File: src/rtl/arb3_rr_pkg.sv
// Shared types and helpers for the 3-way round-robin arbiter and its mux select.
package arb_pkg;

    typedef logic [1:0] sel_t;

    localparam sel_t SEL_D0   = 2'b00;
    localparam sel_t SEL_D1   = 2'b01;
    localparam sel_t SEL_D2   = 2'b10;
    localparam sel_t SEL_NONE = 2'b11;

    typedef enum logic {
        IDLE,
        OWN
    } arb_state_t;

    // hold_cnt needs at least one bit even when the hold limit is disabled
    function automatic int hold_width(input int max_hold);
        return (max_hold < 1) ? 1 : $clog2(max_hold + 1);
    endfunction

    function automatic logic [1:0] inc_mod3(input logic [1:0] i);
        return (i >= 2'd2) ? 2'd0 : i + 2'd1;
    endfunction

    function automatic sel_t onehot_to_sel(input logic [2:0] g);
        case (g)
            3'b001:  return SEL_D0;
            3'b010:  return SEL_D1;
            3'b100:  return SEL_D2;
            default: return SEL_NONE;
        endcase
    endfunction

endpackage

File: src/rtl/arb3_rr_if.sv
// Request/grant bundle between the three producers and arb3_rr.
// Optional per-requester grant counters appear when ARB3_STATS_EN is defined.
interface arb3_rr_if #(
    parameter int MAX_HOLD = 8,
    parameter int CNT_W    = 16
);
    import arb_pkg::*;

    localparam int HOLD_W = hold_width(MAX_HOLD);

    logic [2:0]        req;
    logic [2:0]        grant;
    sel_t              sel;
    logic              busy;
    logic [HOLD_W-1:0] hold_cnt;

`ifdef ARB3_STATS_EN
    logic [CNT_W-1:0]  grant_cnt0;
    logic [CNT_W-1:0]  grant_cnt1;
    logic [CNT_W-1:0]  grant_cnt2;

    modport master (output req, input grant, sel, busy, hold_cnt,
                    input grant_cnt0, grant_cnt1, grant_cnt2);
    modport slave  (input req, output grant, sel, busy, hold_cnt,
                    output grant_cnt0, grant_cnt1, grant_cnt2);
`else
    modport master (output req, input grant, sel, busy, hold_cnt);
    modport slave  (input req, output grant, sel, busy, hold_cnt);
`endif

endinterface

File: src/rtl/arb3_rr_pick3.sv
// Combinational rotating picker: first set, non-excluded request scanning
// start, start+1, start+2 (mod 3). A start of 3 is treated as 0.
module rr_pick3
    import arb_pkg::*;
(
    input  logic [2:0] req,
    input  logic [1:0] start,
    input  logic [2:0] exclude,
    output logic       found,
    output logic [1:0] index
);

    logic [2:0] cand;
    logic [1:0] idx;

    // NOTE: every output and temporary gets a default first so no path leaves
    // a value unassigned, which would infer a latch.
    always_comb begin
        found = 1'b0;
        index = 2'd0;
        cand  = req & ~exclude;
        idx   = (start == 2'd3) ? 2'd0 : start;
        for (int k = 0; k < 3; k++) begin
            if (!found && |(cand & (3'b001 << idx))) begin
                found = 1'b1;
                index = idx;
            end
            idx = inc_mod3(idx);
        end
    end

endmodule

File: src/rtl/arb3_rr.sv
// Round-robin arbiter for the shared 3-input datapath mux, with a hold limit
// that forces rotation. Optional grant statistics under ARB3_STATS_EN.
module arb3_rr
    import arb_pkg::*;
#(
    parameter int MAX_HOLD = 8,
    parameter int CNT_W    = 16
) (
    input  logic      clk,
    input  logic      reset,
    arb3_rr_if.slave  bus
);

    localparam int HOLD_W = hold_width(MAX_HOLD);
    localparam logic [HOLD_W-1:0] HOLD_SAT =
        (MAX_HOLD > 0) ? HOLD_W'(MAX_HOLD) : {HOLD_W{1'b1}};

    arb_state_t        state_q, state_d;
    logic [2:0]        grant_q, grant_d;
    logic [HOLD_W-1:0] hold_q,  hold_d;
    logic [1:0]        ptr_q,   ptr_d;
    sel_t              sel_q;
    logic              busy_q;
    logic              new_grant;

    logic [1:0] pick_start;
    logic [2:0] pick_excl;
    logic       pick_found;
    logic [1:0] pick_idx;
    logic       owner_req;
    logic       rotate;

    // While owning, sel_q is the owner index, so the handover scan starts after it
    assign pick_start = (state_q == OWN) ? inc_mod3(sel_q) : ptr_q;
    assign pick_excl  = (state_q == OWN) ? grant_q : 3'b000;

    rr_pick3 u_pick (
        .req     (bus.req),
        .start   (pick_start),
        .exclude (pick_excl),
        .found   (pick_found),
        .index   (pick_idx)
    );

    assign owner_req = |(bus.req & grant_q);
    assign rotate    = (MAX_HOLD > 0) && (hold_q == HOLD_SAT) && pick_found;

    always_comb begin
        state_d   = state_q;
        grant_d   = grant_q;
        hold_d    = hold_q;
        ptr_d     = ptr_q;
        new_grant = 1'b0;

        if (state_q == OWN && owner_req && !rotate) begin
            if (hold_q != HOLD_SAT) hold_d = hold_q + 1'b1;
        end else if (pick_found) begin
            state_d   = OWN;
            grant_d   = 3'b001 << pick_idx;
            hold_d    = HOLD_W'(1);
            ptr_d     = inc_mod3(pick_idx);
            new_grant = 1'b1;
        end else begin
            state_d = IDLE;
            grant_d = 3'b000;
            hold_d  = '0;
        end
    end

    // NOTE: state registers use non-blocking assignments so every flop samples
    // the pre-edge values regardless of statement order.
    always_ff @(posedge clk) begin
        if (reset) begin
            state_q <= IDLE;
            grant_q <= 3'b000;
            hold_q  <= '0;
            ptr_q   <= 2'd0;
            sel_q   <= SEL_NONE;
            busy_q  <= 1'b0;
        end else begin
            state_q <= state_d;
            grant_q <= grant_d;
            hold_q  <= hold_d;
            ptr_q   <= ptr_d;
            sel_q   <= onehot_to_sel(grant_d);
            busy_q  <= |grant_d;
        end
    end

    assign bus.grant    = grant_q;
    assign bus.sel      = sel_q;
    assign bus.busy     = busy_q;
    assign bus.hold_cnt = hold_q;

`ifdef ARB3_STATS_EN
    logic [CNT_W-1:0] cnt_q [3];

    // Counts grant events, not cycles held; each counter sticks at all-ones
    always_ff @(posedge clk) begin
        if (reset) begin
            for (int i = 0; i < 3; i++) cnt_q[i] <= '0;
        end else if (new_grant) begin
            for (int i = 0; i < 3; i++) begin
                if (pick_idx == 2'(i) && cnt_q[i] != {CNT_W{1'b1}})
                    cnt_q[i] <= cnt_q[i] + 1'b1;
            end
        end
    end

    assign bus.grant_cnt0 = cnt_q[0];
    assign bus.grant_cnt1 = cnt_q[1];
    assign bus.grant_cnt2 = cnt_q[2];
`endif

endmodule

File: src/flat_wrapper.sv
// flat-port wrapper written by rule: the top's interface ports become plain ports
module arb3_rr_flat import arb_pkg::*;
#(
    parameter int MAX_HOLD = 8,
    parameter int CNT_W    = 16
)
  (clk, reset, bus_req, bus_grant, bus_sel, bus_busy, bus_hold_cnt);
  arb3_rr_if #(.MAX_HOLD(MAX_HOLD), .CNT_W(CNT_W)) bus_i ();
  input  logic clk;
  input  logic reset;
  input wire logic [$bits(bus_i.req)-1:0] bus_req;
  output wire logic [$bits(bus_i.grant)-1:0] bus_grant;
  output wire logic [$bits(bus_i.sel)-1:0] bus_sel;
  output wire logic [$bits(bus_i.busy)-1:0] bus_busy;
  output wire logic [$bits(bus_i.hold_cnt)-1:0] bus_hold_cnt;
  assign bus_i.req = bus_req;
  assign bus_grant = bus_i.grant;
  assign bus_sel = bus_i.sel;
  assign bus_busy = bus_i.busy;
  assign bus_hold_cnt = bus_i.hold_cnt;
  arb3_rr #(.MAX_HOLD(MAX_HOLD), .CNT_W(CNT_W)) u_core (.clk(clk), .reset(reset), .bus(bus_i));
endmodule
File: config.mk
export PLATFORM = sky130hd
export DESIGN_NAME = arb3_rr_flat
export DESIGN_NICKNAME = d
export VERILOG_FILES = /design/src/rtl/arb3_rr_pkg.sv /design/src/rtl/arb3_rr_if.sv /design/src/rtl/arb3_rr_pick3.sv /design/src/rtl/arb3_rr.sv /design/src/flat_wrapper.sv
export SDC_FILE = /design/constraint.sdc
export NUM_CORES = 1
export LEC_CHECK = 0
export BUFFER_PORTS_ARGS = -buffer_cell sky130_fd_sc_hd__buf_2
export CAP_MARGIN = 30
export CORE_UTILIZATION = 58
export CTS_BUF_LIST = sky130_fd_sc_hd__clkbuf_2 sky130_fd_sc_hd__clkbuf_4 sky130_fd_sc_hd__clkbuf_8
export DETAILED_ROUTE_END_ITERATION = 12
export GPL_ROUTABILITY_DRIVEN = 0
export PLACE_DENSITY = 0.83
export SKIP_CTS_REPAIR_TIMING = 1
export SYNTH_ARGS = -nofsm -noshare
export SYNTH_HDL_FRONTEND = slang
export SYNTH_SLANG_ARGS = --single-unit
File: constraint.sdc
create_clock -name clk -period 3.5 [get_ports clk]
set_clock_uncertainty 0.2 [all_clocks]
set_input_delay 0.35 -clock clk [delete_from_list [all_inputs] [get_ports clk]]
set_output_delay 0.35 -clock clk [all_outputs]
set_load 0.005 [all_outputs]
==> flow_metrics.env <==
export IMPL_status="finished clean"
export IMPL_syn_inst=111
export IMPL_synthArstFlopShare_pct=0
export IMPL_vdd_drop_max_mv=0.554
export IMPL_htree_levels=1
export IMPL_final_nets=136
export IMPL_r2r_end="u_core.bus.sel[1]"
export IMPL_ys_flop_type="dfxtp_1"
export IMPL_ys_warn_count=0
export IMPL_slowest_delay_ns=0.53
export IMPL_fin_tns_setup_ns=0
export IMPL_r2r_start="u_core.state_q"
export IMPL_n_antenna_cell=0
export IMPL_hold_violations=0
export IMPL_globalRouteOverflowTotal=0
export IMPL_r2r_slack_ns=0.53
export IMPL_fin_crit_sh_pct=84.8
export IMPL_cp_endpoint="u_core.bus.sel[1]"
export IMPL_setup_viol=0
export IMPL_io_pins=15
export IMPL_drt_initial_drc_count=42
export IMPL_vias=883
export IMPL_post_drt_wl_per_cell_um=14.8
export IMPL_cts_root_buf="clkbuf_4"
export IMPL_worst_pin_slew_ns=0.478
export IMPL_instances_no_fill=140
export IMPL_maxCapViolCount=0
export IMPL_required_ns=3.47
export IMPL_fp_coreArea_mm2=0.00152
export IMPL_crit_buf_inv=1
export IMPL_period_minus_slack_ns=2.97
export IMPL_grt_max_degree=12
export IMPL_r2r_cells=9
export IMPL_cts_tree="yes"
export IMPL_cp_end_kind="flop"
export IMPL_drv_slew=0
export IMPL_clock_path_buffers=2
export IMPL_ys_ff_latch=13
export IMPL_grt_pass1_wl_mm=3.38
export IMPL_dp_cells=136
export IMPL_seq_area_um2=260
export IMPL_cp_startpoint="u_core.state_q"
export IMPL_grt_pass1_vias=793
export IMPL_critical_path_class="reg2reg"
export IMPL_nFillCells=120
export IMPL_post_dp_hpwl_mm=1.53
export IMPL_syn_nets=122
export IMPL_critical_path_cell_count=9
export IMPL_start_kind="flop"
export IMPL_clock_sinks=13
export IMPL_rsz0062_at_grt="no"
export IMPL_drive_above_1_share_pct=21.8
export IMPL_path_clk_slew_ns=0.07
export IMPL_arrival_ns=2.93
export IMPL_synth_edf_count=0
export IMPL_areaGrowthSynthToFinish_pct=9.65
export IMPL_p_leak_nw=0.467
export IMPL_drc_errors=0
export IMPL_numCtsBuffers=3
export IMPL_synth_cell_types=45
export IMPL_track_usage_pct=24.1
export IMPL_io_buffers=14
export IMPL_mostFrequentLayoutCells="buf_2, dfxtp_1, nand2_1"
export IMPL_multiInputGateArea_um2=642
export IMPL_die_h_um=42.7
export IMPL_crit_fanout=11
export IMPL_routed_wl_mm=2.08
export IMPL_die_x_um=42.7
export IMPL_fin_ws_ns=0.534
export IMPL_slowest_stage="dfxtp_1"
export IMPL_layout_commonest_cell="buf_2"
export IMPL_row_count=14
export IMPL_postRouteAntennaNets=0
export IMPL_antenna_found_initial=0
export IMPL_crit_family="compound AO/OA/AOI/OAI gates"
export IMPL_synth_seq_area_share_pct=27.1
export IMPL_die_area_mm2=0.00182
export IMPL_min_path_type="in2reg"
export IMPL_crit_chain="mux2_2 > inv_1 > ha_1 > or3b_1 > nor4_1 > a41o_1 > nor4b_4 > a22oi_1 > a211o_1"
export IMPL_place_ws_ns=0.593
export IMPL_slew_headroom_pct=67.3
export IMPL_avgSynthCellArea_um2=8.65
export IMPL_firstDrtPassIters=4
export IMPL_avgViaCountPerCell=6.31
export IMPL_syn_area_um2=960
export IMPL_fmax_mhz=337
export IMPL_clock_latency_ns=0.28
export IMPL_p_per_area_mw_per_mm2=852
export IMPL_initial_core_util_pct=63.0
-- power breakdown --
| part | switching (mW) | leakage [nW] | internal, mW |
|---|---|---|---|
| registers | 0.0663 | 0.107 | 0.202 |
| clock network | 0.0461 | 0.0184 | 0.0520 |
| logic | 0.300 | 0.341 | 0.230 |
| total | 0.413 | 0.467 | 0.484 |
-- area by class of cell --
cell class	instances	area share, %
sequential	13	24.7
multi-input combinational	85	61.0
inverter	8	2.85
tap	16	1.90
timing repair buffer	14	6.66
clock buffer	4	2.85
-- logic make-up (layout without fill, tap and decap cells) --
family,after synthesis,in the layout,share of synthesized area [%]
AOI/OAI and AO/OA,30,30,25.2
xor gates and xnor gates,3,3,2.74
adders and majority gates,6,6,7.82
buffers and inverters,13,26,6.00
DFF,13,13,27.1
muxes,2,2,2.22
and+or+nand+nor,44,44,28.9
-- layer usage --
layer / vias up / GRT usage (%) / share of wire, %
met2: 28 / 38.5 / 48
met4: 0 / 12.5 / 1.2
li1: 439 / - / -
met5: - / 0 / 0
met3: 3 / 1.28 / 3.3
met1: 413 / 32.7 / 48
-- worst min-delay path by stage --
stage                               start                      to  cells after the start
final                               reset  u_core.bus.hold_cnt[0]                      2
after global routing                reset  u_core.bus.hold_cnt[2]                      2
after CTS                           reset  u_core.bus.hold_cnt[2]                      2
after detailed placement  u_core.ptr_q[0]         u_core.ptr_q[0]                      2
after global placement    u_core.ptr_q[0]         u_core.ptr_q[0]                      2
after floorplan           u_core.ptr_q[1]         u_core.ptr_q[1]                      2
-- sequential cells by signal, summed over array words and instances, names as in the netlist --
name                 count
u_core.bus.sel           2
u_core.bus.grant         3
u_core.ptr_q             2
u_core.state_q           1
u_core.bus.busy          1
u_core.bus.hold_cnt      4
-- worst reg2reg max path, delay by kind of cell, from the launching register on --
kind / cells / cell delay (ns)
flops: 1 / 0.53
buf+inv: 1 / 0.08
simple gates: 3 / 0.59
fa+ha+maj: 1 / 0.35
compound gates: 3 / 0.69
mux: 1 / 0.42
-- cells in the mapped netlist (all sizes together) (2+ instances only) --
cell type | count | share of area (%)
nand3b | 2 | 1.6
dfxtp | 13 | 27
nand2 | 10 | 3.9
a211o | 2 | 1.8
nand3 | 2 | 1.0
a22oi | 2 | 1.6
nor2 | 6 | 2.3
nor4 | 5 | 3.9
a21bo | 2 | 2.1
inv | 8 | 3.1
a21boi | 3 | 3.5
nand4b | 3 | 2.7
clkbuf | 3 | 1.2
o31ai | 2 | 1.6
o21ai | 4 | 2.1
xor2 | 2 | 1.8
nand2b | 6 | 3.9
or3 | 2 | 1.3
a21oi | 4 | 2.1
nor3 | 2 | 1.6
a21o | 2 | 1.6
ha | 6 | 7.8
buf | 2 | 1.7
-- through the flow --
step                      hold slack [ns]  area, um^2  total power [mW]  util, %
final                               0.185        1050             0.896     69.0
after global routing                0.188        1050             0.963     69.0
after CTS                           0.174        1050             0.888     69.0
after detailed placement            0.280        1020             0.786     67.1
after global placement              0.284        1020             0.774     67.1
after floorplan                     0.242         960             0.673        -
Power figures use the tool's default switching activity.
